`src/rtl/mem_arbiter_if.sv`:
```
// rtl/mem_arbiter_if.sv - I/D requester and memory bus signals shared by mem_arbiter
interface mem_arbiter_if #(
   parameter int ADDR_W = 32,
   parameter int DATA_W = 32
);
   logic                i_req;
   logic [ADDR_W-1:0]   i_addr;
   logic                i_gnt;
   logic                i_rvalid;
   logic [DATA_W-1:0]   i_rdata;
   logic                d_req;
   logic                d_we;
   logic [DATA_W/8-1:0] d_be;
   logic [ADDR_W-1:0]   d_addr;
   logic [DATA_W-1:0]   d_wdata;
   logic                d_gnt;
   logic                d_rvalid;
   logic [DATA_W-1:0]   d_rdata;
   logic                d_stall;
   logic                m_req;
   logic                m_we;
   logic [DATA_W/8-1:0] m_be;
   logic [ADDR_W-1:0]   m_addr;
   logic [DATA_W-1:0]   m_wdata;
   logic                m_gnt;
   logic                m_rvalid;
   logic [DATA_W-1:0]   m_rdata;

   modport slave (
      input  i_req, i_addr, d_req, d_we, d_be, d_addr, d_wdata, m_gnt, m_rvalid, m_rdata,
      output i_gnt, i_rvalid, i_rdata, d_gnt, d_rvalid, d_rdata, d_stall,
             m_req, m_we, m_be, m_addr, m_wdata
   );

   modport master (
      output i_req, i_addr, d_req, d_we, d_be, d_addr, d_wdata, m_gnt, m_rvalid, m_rdata,
      input  i_gnt, i_rvalid, i_rdata, d_gnt, d_rvalid, d_rdata, d_stall,
             m_req, m_we, m_be, m_addr, m_wdata
   );
endinterface

```
`src/rtl/mem_arbiter.sv`:
```
// rtl/mem_arbiter.sv - single-outstanding I/D memory bus arbiter, D priority
// MEM_ARB_FAIR_EN adds a starvation counter that forces I ahead after STARVE_MAX D grants.
module mem_arbiter #(
   parameter int ADDR_W = 32,
   parameter int DATA_W = 32
`ifdef MEM_ARB_FAIR_EN
   , parameter int STARVE_MAX = 4
`endif
) (
   input logic           clk,
   input logic           rst_n,
   mem_arbiter_if.slave  bus
);
   localparam int BE_W = DATA_W / 8;

   typedef enum logic [1:0] {IDLE, REQ, RESP} state_t;

   state_t              state_q, state_d;
   logic                owner_q, owner_d;   // 1 = D owns the outstanding transfer
   logic                m_we_q, m_we_d;
   logic [BE_W-1:0]     m_be_q, m_be_d;
   logic [ADDR_W-1:0]   m_addr_q, m_addr_d;
   logic [DATA_W-1:0]   m_wdata_q, m_wdata_d;
   logic                grant_i, grant_d, done, force_i;

`ifdef MEM_ARB_FAIR_EN
   localparam int CNT_W = $clog2(STARVE_MAX + 1);
   logic [CNT_W-1:0] starve_cnt_q, starve_cnt_d;

   assign force_i = bus.i_req && (starve_cnt_q == CNT_W'(STARVE_MAX));

   always_comb begin
      starve_cnt_d = starve_cnt_q;
      if (grant_i) begin
         starve_cnt_d = '0;
      end else if (grant_d && bus.i_req && starve_cnt_q != CNT_W'(STARVE_MAX)) begin
         starve_cnt_d = starve_cnt_q + 1'b1;
      end
   end

   always_ff @(posedge clk) begin
      if (!rst_n) begin
         starve_cnt_q <= '0;
      end else begin
         starve_cnt_q <= starve_cnt_d;
      end
   end
`else
   assign force_i = 1'b0;
`endif

   always_comb begin
      state_d   = state_q;
      owner_d   = owner_q;
      m_we_d    = m_we_q;
      m_be_d    = m_be_q;
      m_addr_d  = m_addr_q;
      m_wdata_d = m_wdata_q;
      grant_i   = 1'b0;
      grant_d   = 1'b0;
      done      = 1'b0;
      case (state_q)
         IDLE: begin
            if (bus.d_req && !force_i) begin
               grant_d   = 1'b1;
               owner_d   = 1'b1;
               m_we_d    = bus.d_we;
               m_be_d    = bus.d_be;
               m_addr_d  = bus.d_addr;
               m_wdata_d = bus.d_wdata;
               state_d   = REQ;
            end else if (bus.i_req) begin
               grant_i   = 1'b1;
               owner_d   = 1'b0;
               m_we_d    = 1'b0;
               m_be_d    = '1;
               m_addr_d  = bus.i_addr;
               m_wdata_d = '0;
               state_d   = REQ;
            end
         end
         REQ: begin
            // A response arriving with the accept completes the transfer at once.
            if (bus.m_gnt) begin
               if (bus.m_rvalid) begin
                  done    = 1'b1;
                  state_d = IDLE;
               end else begin
                  state_d = RESP;
               end
            end
         end
         RESP: begin
            if (bus.m_rvalid) begin
               done    = 1'b1;
               state_d = IDLE;
            end
         end
         default: state_d = IDLE;
      endcase
   end

   always_ff @(posedge clk) begin
      if (!rst_n) begin
         state_q   <= IDLE;
         owner_q   <= 1'b0;
         m_we_q    <= 1'b0;
         m_be_q    <= '0;
         m_addr_q  <= '0;
         m_wdata_q <= '0;
      end else begin
         state_q   <= state_d;
         owner_q   <= owner_d;
         m_we_q    <= m_we_d;
         m_be_q    <= m_be_d;
         m_addr_q  <= m_addr_d;
         m_wdata_q <= m_wdata_d;
      end
   end

   assign bus.i_gnt    = grant_i;
   assign bus.d_gnt    = grant_d;
   assign bus.i_rvalid = done && !owner_q;
   assign bus.d_rvalid = done && owner_q;
   assign bus.i_rdata  = (done && !owner_q) ? bus.m_rdata : '0;
   assign bus.d_rdata  = (done && owner_q) ? bus.m_rdata : '0;
   assign bus.d_stall  = bus.d_req && !(done && owner_q);
   assign bus.m_req    = (state_q == REQ);
   assign bus.m_we     = m_we_q;
   assign bus.m_be     = m_be_q;
   assign bus.m_addr   = m_addr_q;
   assign bus.m_wdata  = m_wdata_q;
endmodule

```
`src/flat_wrapper.sv`:
```
// flat-port wrapper written by rule: the top's interface ports become plain ports
module mem_arbiter_flat 
#(
   parameter int ADDR_W = 32,
   parameter int DATA_W = 32

)
  (clk, rst_n, bus_i_req, bus_i_addr, bus_d_req, bus_d_we, bus_d_be, bus_d_addr, bus_d_wdata, bus_m_gnt, bus_m_rvalid, bus_m_rdata, bus_i_gnt, bus_i_rvalid, bus_i_rdata, bus_d_gnt, bus_d_rvalid, bus_d_rdata, bus_d_stall, bus_m_req, bus_m_we, bus_m_be, bus_m_addr, bus_m_wdata);
  mem_arbiter_if #(.ADDR_W(ADDR_W), .DATA_W(DATA_W)) bus_i ();
  input logic clk;
  input logic rst_n;
  input wire logic [$bits(bus_i.i_req)-1:0] bus_i_req;
  input wire logic [$bits(bus_i.i_addr)-1:0] bus_i_addr;
  input wire logic [$bits(bus_i.d_req)-1:0] bus_d_req;
  input wire logic [$bits(bus_i.d_we)-1:0] bus_d_we;
  input wire logic [$bits(bus_i.d_be)-1:0] bus_d_be;
  input wire logic [$bits(bus_i.d_addr)-1:0] bus_d_addr;
  input wire logic [$bits(bus_i.d_wdata)-1:0] bus_d_wdata;
  input wire logic [$bits(bus_i.m_gnt)-1:0] bus_m_gnt;
  input wire logic [$bits(bus_i.m_rvalid)-1:0] bus_m_rvalid;
  input wire logic [$bits(bus_i.m_rdata)-1:0] bus_m_rdata;
  output wire logic [$bits(bus_i.i_gnt)-1:0] bus_i_gnt;
  output wire logic [$bits(bus_i.i_rvalid)-1:0] bus_i_rvalid;
  output wire logic [$bits(bus_i.i_rdata)-1:0] bus_i_rdata;
  output wire logic [$bits(bus_i.d_gnt)-1:0] bus_d_gnt;
  output wire logic [$bits(bus_i.d_rvalid)-1:0] bus_d_rvalid;
  output wire logic [$bits(bus_i.d_rdata)-1:0] bus_d_rdata;
  output wire logic [$bits(bus_i.d_stall)-1:0] bus_d_stall;
  output wire logic [$bits(bus_i.m_req)-1:0] bus_m_req;
  output wire logic [$bits(bus_i.m_we)-1:0] bus_m_we;
  output wire logic [$bits(bus_i.m_be)-1:0] bus_m_be;
  output wire logic [$bits(bus_i.m_addr)-1:0] bus_m_addr;
  output wire logic [$bits(bus_i.m_wdata)-1:0] bus_m_wdata;
  assign bus_i.i_req = bus_i_req;
  assign bus_i.i_addr = bus_i_addr;
  assign bus_i.d_req = bus_d_req;
  assign bus_i.d_we = bus_d_we;
  assign bus_i.d_be = bus_d_be;
  assign bus_i.d_addr = bus_d_addr;
  assign bus_i.d_wdata = bus_d_wdata;
  assign bus_i.m_gnt = bus_m_gnt;
  assign bus_i.m_rvalid = bus_m_rvalid;
  assign bus_i.m_rdata = bus_m_rdata;
  assign bus_i_gnt = bus_i.i_gnt;
  assign bus_i_rvalid = bus_i.i_rvalid;
  assign bus_i_rdata = bus_i.i_rdata;
  assign bus_d_gnt = bus_i.d_gnt;
  assign bus_d_rvalid = bus_i.d_rvalid;
  assign bus_d_rdata = bus_i.d_rdata;
  assign bus_d_stall = bus_i.d_stall;
  assign bus_m_req = bus_i.m_req;
  assign bus_m_we = bus_i.m_we;
  assign bus_m_be = bus_i.m_be;
  assign bus_m_addr = bus_i.m_addr;
  assign bus_m_wdata = bus_i.m_wdata;
  mem_arbiter #(.ADDR_W(ADDR_W), .DATA_W(DATA_W)) u_core (.clk(clk), .rst_n(rst_n), .bus(bus_i));
endmodule
```
`config.mk`:
```
export PLATFORM = sky130hd
export DESIGN_NAME = mem_arbiter_flat
export DESIGN_NICKNAME = d
export VERILOG_FILES = /design/src/rtl/mem_arbiter_if.sv /design/src/rtl/mem_arbiter.sv /design/src/flat_wrapper.sv
export SDC_FILE = /design/constraint.sdc
export NUM_CORES = 1
export LEC_CHECK = 0
export ABC_CLOCK_PERIOD_IN_PS = 1710
export BUFFER_PORTS_ARGS = -buffer_cell sky130_fd_sc_hd__buf_2
export CAP_MARGIN = 20
export CELL_PAD_IN_SITES_DETAIL_PLACEMENT = 2
export CELL_PAD_IN_SITES_GLOBAL_PLACEMENT = 2
export CORE_MARGIN = 2
export CORE_UTILIZATION = 21
export CTS_BUF_LIST = sky130_fd_sc_hd__clkbuf_2 sky130_fd_sc_hd__clkbuf_4 sky130_fd_sc_hd__clkbuf_8
export CTS_CLUSTER_DIAMETER = 60
export DETAILED_ROUTE_END_ITERATION = 8
export GPL_ROUTABILITY_DRIVEN = 0
export PLACE_DENSITY_LB_ADDON = 0.3
export SLEW_MARGIN = 5
export SYNTH_ARGS = -nofsm -noshare
export SYNTH_HDL_FRONTEND = slang
export SYNTH_SLANG_ARGS = --single-unit
```
`constraint.sdc`:
```
create_clock -name clk -period 1.71 [get_ports clk]
set_input_delay 0.171 -clock clk [delete_from_list [all_inputs] [get_ports clk]]
set_output_delay 0.171 -clock clk [all_outputs]
set_load 0.02 [all_outputs]
```
## Yosys cells after proc, flatten, opt, wreduce, memory -nomap -nowiden

Cells that the tools add are included.

| operators by class | value |
|---|---|
| reductions and logical operators | 9 |
| multiplexer cells | 25 |
| equality and inequality tests | 5 |

Operator list:

| cell | number |
|---|---|
| two-way mux 32 bit | 6 |
| two-way mux 1 bit | 10 |
| two-way mux 2 bit | 5 |
| two-way mux 4 bit | 2 |
| case mux 2 bit (3 select lines) | 1 |
| inequality test 2 bit (second input constant) | 2 |
| logical AND 1 bit | 3 |
| inequality test 3 bit (second input constant) | 1 |
| AND reduction 3 bit | 1 |
| equality test 2 x 1 -> 1 bit (second input constant) | 1 |
| equality test 2 bit (second input constant) | 1 |
| zero test 1 bit | 2 |
| zero test 2 bit | 1 |
| case mux 1 bit (2 select lines) | 1 |
| AND reduction 2 bit | 1 |
| nonzero test 2 bit | 1 |

| word-level totals | value |
|---|---|
| register bits after elaboration | 72 |
| logic and storage cells | 45 |

## Depth between registers and ports, before layout

| logic depth | value |
|---|---|
| word-level depth | 6 |
| depth in mapped cells | 7 |
| mapped depth without buffers | 6 |

## Worst setup path before layout

No wires, ideal clock.

| timing path | value |
|---|---|
| kind | register to output |
| start point | register u_core.state_q[1] |
| end point | output bus_d_rdata[22] |
| buffers on the path | 1 |
| stages on the path, launching flop included | 7 |
| setup slack | -0.099 ns |
| data required time | 1.539 ns |
| arrival | 1.638 ns |
| path through | dfxtp_1 inv_1 ha_1 a21oi_1 nor3b_2 buf_2 and2_1 |

| between the ends | value |
|---|---|
| cells in the longest elaborated chain, start to end | 4 |
| elaborated cells between the ends (all ways) | 5 |
| classes of those cells | eq/ne (2); mux (2); reduce/logical (1) |

RTL lines:

| what | RTL line | source |
|---|---|---|
| start, declared | mem_arbiter.sv:18 | `state_t state_q, state_d;` |
| start signal, assigned | mem_arbiter.sv:112 | `state_q <= state_d;` |
| equality test 2 x 1 -> 1 bit | -- |  |
| via bus_m_req | flat_wrapper.sv:29 | `output wire logic [$bits(bus_i.m_req)-1:0] bus_m_req;` |
| case mux 1 bit (2 select lines) | mem_arbiter.sv:62 | `case (state_q)` |
| logical AND 1 bit | mem_arbiter.sv:126 | `assign bus.d_rdata = (done && owner_q) ? bus.m_rdata : '0;` |
| via bus_d_rvalid | flat_wrapper.sv:26 | `output wire logic [$bits(bus_i.d_rvalid)-1:0] bus_d_rvalid;` |
| two-way mux 32 bit | mem_arbiter.sv:126 |  |
| end, declared | flat_wrapper.sv:27 | `output wire logic [$bits(bus_i.d_rdata)-1:0] bus_d_rdata;` |

The timed path passes the listed nets, and every way through them passes these cells.

## Worst setup path after layout

| timing path | value |
|---|---|
| start point | register u_core.state_q[1] |
| end point | output bus_i_rdata[20] |

| between the ends | value |
|---|---|
| cells in the longest elaborated chain, start to end | 4 |
| elaborated cells between the ends (all ways) | 5 |
| classes of those cells | eq/ne (2); mux (2); reduce/logical (1) |

RTL lines:

| what | RTL line | source |
|---|---|---|
| equality test 2 bit or equality test 2 x 1 -> 1 bit (tied branches) | mem_arbiter.sv:62 |  |
| case mux 1 bit (2 select lines) * | mem_arbiter.sv:62 |  |
| logical AND 1 bit * | mem_arbiter.sv:125 | `assign bus.i_rdata = (done && !owner_q) ? bus.m_rdata : '0;` |
| two-way mux 32 bit * | mem_arbiter.sv:125 |  |
| end, declared | flat_wrapper.sv:24 | `output wire logic [$bits(bus_i.i_rdata)-1:0] bus_i_rdata;` |

Mark *: on every way between the ends. The rest lies on a longest branch, timed or not.

==> metrics.md <==
| Metric | Value |
|---|---|
| DIE WIDTH | `133 µm` |
| HP Class | `input port to register` |
| Row count | `47` |
| Fmax | `0.484 GHz` |
| R2r setup slk | `160 ps` |
| Syn. warnings | `0` |
| Reg2reg end | `u_core.state_q[1]` |
| Routed WL per cell | `18.9 µm` |
| CTS buffer count | `9` |
| Area leader, netlist | `dfxtp_1` |
| Via Count | `3881` |
| # Max-Cap Violations | `0` |
| Vias in the first global route | `4127` |
| Routed Antenna Nets | `0` |
| Crit path max fanout | `8` |
| Critical Path Source Type | `register` |
| Outcome | `finished, violations left` |
| Distinct cells, synth | `26` |
| Worst VDD drop | `0.290 mV` |
| Final worst path period need | `2070 ps` |
| Clock buffer depth | `2` |
| Post-Syn Area | `3490 µm²` |
| Sw Ratio | `33.8%` |
| Crit. End Element | `primary output` |
| Root Driver | `clkbuf_8` |
| Async SR Flop Fraction | `0%` |
| Final setup fails | `67` |
| Port Buffers | `277` |
| Boundary Pins | `278` |
| Most frequent cell after synthesis | `dfxtp_1` |
| Post-synth top flop | `dfxtp_1` |
| Final Hold Viols | `0` |
| Die area | `17700 µm²` |
| Post-synth net total | `503` |
| Worst slew pin tran | `370 ps` |
| Layout Utilization | `37.6%` |
| Dpl ws | `-29.2 ps` |
| Most instantiated cells after synthesis | `dfxtp_1 (72), and2_1 (64), nand2_1 (37), nor2b_1 (37)` |
| Clk sinks | `72` |
| Post-synthesis to final-layout area growth | `76.9%` |
| Chip height | `133 µm` |
| Antenna fix cells | `0` |
| Internal | `0.00344 W` |
| Final hold slack | `75.7 ps` |
| Share of cells above drive strength 1 | `60.8%` |
| Gr ovfl total | `0` |
| Worst Setup EP | `bus_i_rdata[20]` |
| R2r worst-path depth | `6` |
| Worst Path Required | `1540 ps` |
| WS Path Type | `register to primary output` |
| Antenna violations before repair | `3` |
| Global Route Usage Sum | `16.8%` |
| Htree depth | `3` |
| Cell count after synthesis | `361` |
| Core Area | `16400 µm²` |
| Fin worst setup slack | `-357 ps` |
| Final HPWL from detailed placement | `11400 µm` |
| Critical Path AT | `1900 ps` |
| Clk network pwr share | `28.8%` |
| Period utilisation layout | `121%` |
| Worst slew margin | `75.2%` |
| Count of flip-flops with a built-in enable after synthesis | `0` |
| Failing checks | `negative setup slack` |
| Post-route DRC violation count | `0` |
| Pre-Repair DR Iteration Count | `4` |
| Register area share after synthesis | `41.3%` |
| Final Cell Area | `6170 µm²` |
| Combinational power share | `32.7%` |
| Net Switching | `0.00176 W` |
| Largest net degree at the start of global routing | `75` |
| Nets | `782` |
| Ranking of synthesized cells by area | `dfxtp_1 (41%), and2_1 (11%), mux2i_1 (9.5%)` |
| Critical path origin | `u_core.state_q[1]` |
| First-pass GRT wire length | `23200 µm` |
| Initial core utilization | `21.3%` |
| DR vias/cell | `4.49` |
| P_leak | `3.30 nW` |
| Synthesis-stage register bit count | `72` |
| CTS tree | `done` |
| Final Skew | `17.8 ps` |
| Routed Wire Length | `16400 µm` |
| Cts hold-fix bufs | `0` |
| RR Startpoint | `u_core.state_q[1]` |
| Syn Area/Cell | `9.66 µm²` |
| Clock transition time at the flip-flop clock pins of the worst setup and hold paths | `80 ps` |
| Clk Latency, worst-skew pair | `370 ps` |
| Final slew viol count | `0` |
| P per Cell Area | `843 nW/µm²` |
| Synth top area share | `41.3%` |
| 1st-iter DRT viols | `111` |
| Post-DP Area | `5130 µm²` |
| Flop pwr share | `38.5%` |
| RSZ-0062 raised after global routing | `true` |
## placed cells by master, fill, tap and decap left out, types with 7 or more instances in the layout
cell type	count
a22oi_1	33
and2_4	58
buf_12	8
buf_2	214
buf_4	7
buf_6	64
clkbuf_8	12
dfxtp_1	70
mux2i_1	33
nand2_1	35
nor2b_1	37
o211a_1	32
## power groups by stage
stage          clock [W]  sequential, W  combinational [W]
2_1_floorplan          0        0.00226           0.000684
3_3_place_gp           0        0.00202            0.00150
3_5_place_dp           0        0.00203            0.00155
4_1_cts          0.00157        0.00200            0.00160
5_1_grt          0.00161        0.00203            0.00184
6_report         0.00150        0.00200            0.00170
## kinds of logic (layout without fill, tap and decap cells)
logic type | count (synthesis) | in the layout | synth area share [%]
fa+ha+maj | 3 | 3 | 1.08
buf+inv | 34 | 318 | 5.78
mux | 33 | 33 | 9.47
compound gates | 75 | 75 | 19.0
flops | 72 | 72 | 41.3
simple gates | 144 | 144 | 23.3
## metal layers
metal | global-route usage (%) | vias to the layer above | wire, µm
li1 | - | 1806 | -
met1 | 16.7 | 1855 | 6050
met2 | 32.5 | 193 | 8860
met3 | 4.37 | 27 | 1080
met4 | 7.23 | 0 | 382
met5 | 0 | - | 0
## registers in the layout, summed over array words and instances (netlist names)
| name | cells |
|---|---|
| u_core.bus.m_addr | 32 |
| u_core.bus.m_be | 4 |
| u_core.bus.m_wdata | 32 |
| u_core.bus.m_we | 1 |
| u_core.owner_q | 1 |
| u_core.state_q | 2 |
## timing repair
item	CTS	global route
buffers inserted	1	6
endpoints found under the setup margin	68	68
hold endpoints to repair	0	0
resized for setup	76	131
pin swaps	1	26
cloned	1	5
## layout make-up
class,instances,area (µm²)
inverters,3,18.8
fillers,1785,10200
multi-input cells,255,2060
well taps,220,275
repair buffers,299,2150
flip-flops and latches,72,1450
clock inverters,3,46.3
clock buffers,13,173
## stage by stage
stage | TNS, ps | power, W | std cells
finish | -21120 | 0.00520 | 865
global route | -26320 | 0.00548 | 865
CTS | -20990 | 0.00516 | 854
detailed placement | -516 | 0.00358 | 836
global placement | 0 | 0.00351 | 836
floorplan | 0 | 0.00295 | 361
## critical path, cell delays in order (launching register included)
cell and delay (ps):
dfxtp_4 370, inv_4 80, ha_4 150, a21oi_4 70, buf_6 120, nor3_4 160, buf_6 150, buf_6 130
and2_1 140, buf_2 170
## worst min path at each step
stage / start / cells after the start / endpoint / slack, ps
finish: bus_d_wdata[7] / 3 / u_core.bus.m_wdata[7] / 80
global route: bus_d_be[1] / 2 / u_core.bus.m_be[1] / 70
CTS: bus_d_wdata[7] / 3 / u_core.bus.m_wdata[7] / 40
detailed placement: bus_d_wdata[7] / 3 / u_core.bus.m_wdata[7] / 450
global placement: bus_d_wdata[28] / 3 / u_core.bus.m_wdata[28] / 450
floorplan: bus_d_wdata[0] / 2 / u_core.bus.m_wdata[0] / 360
Power figures use the tool's default switching activity.
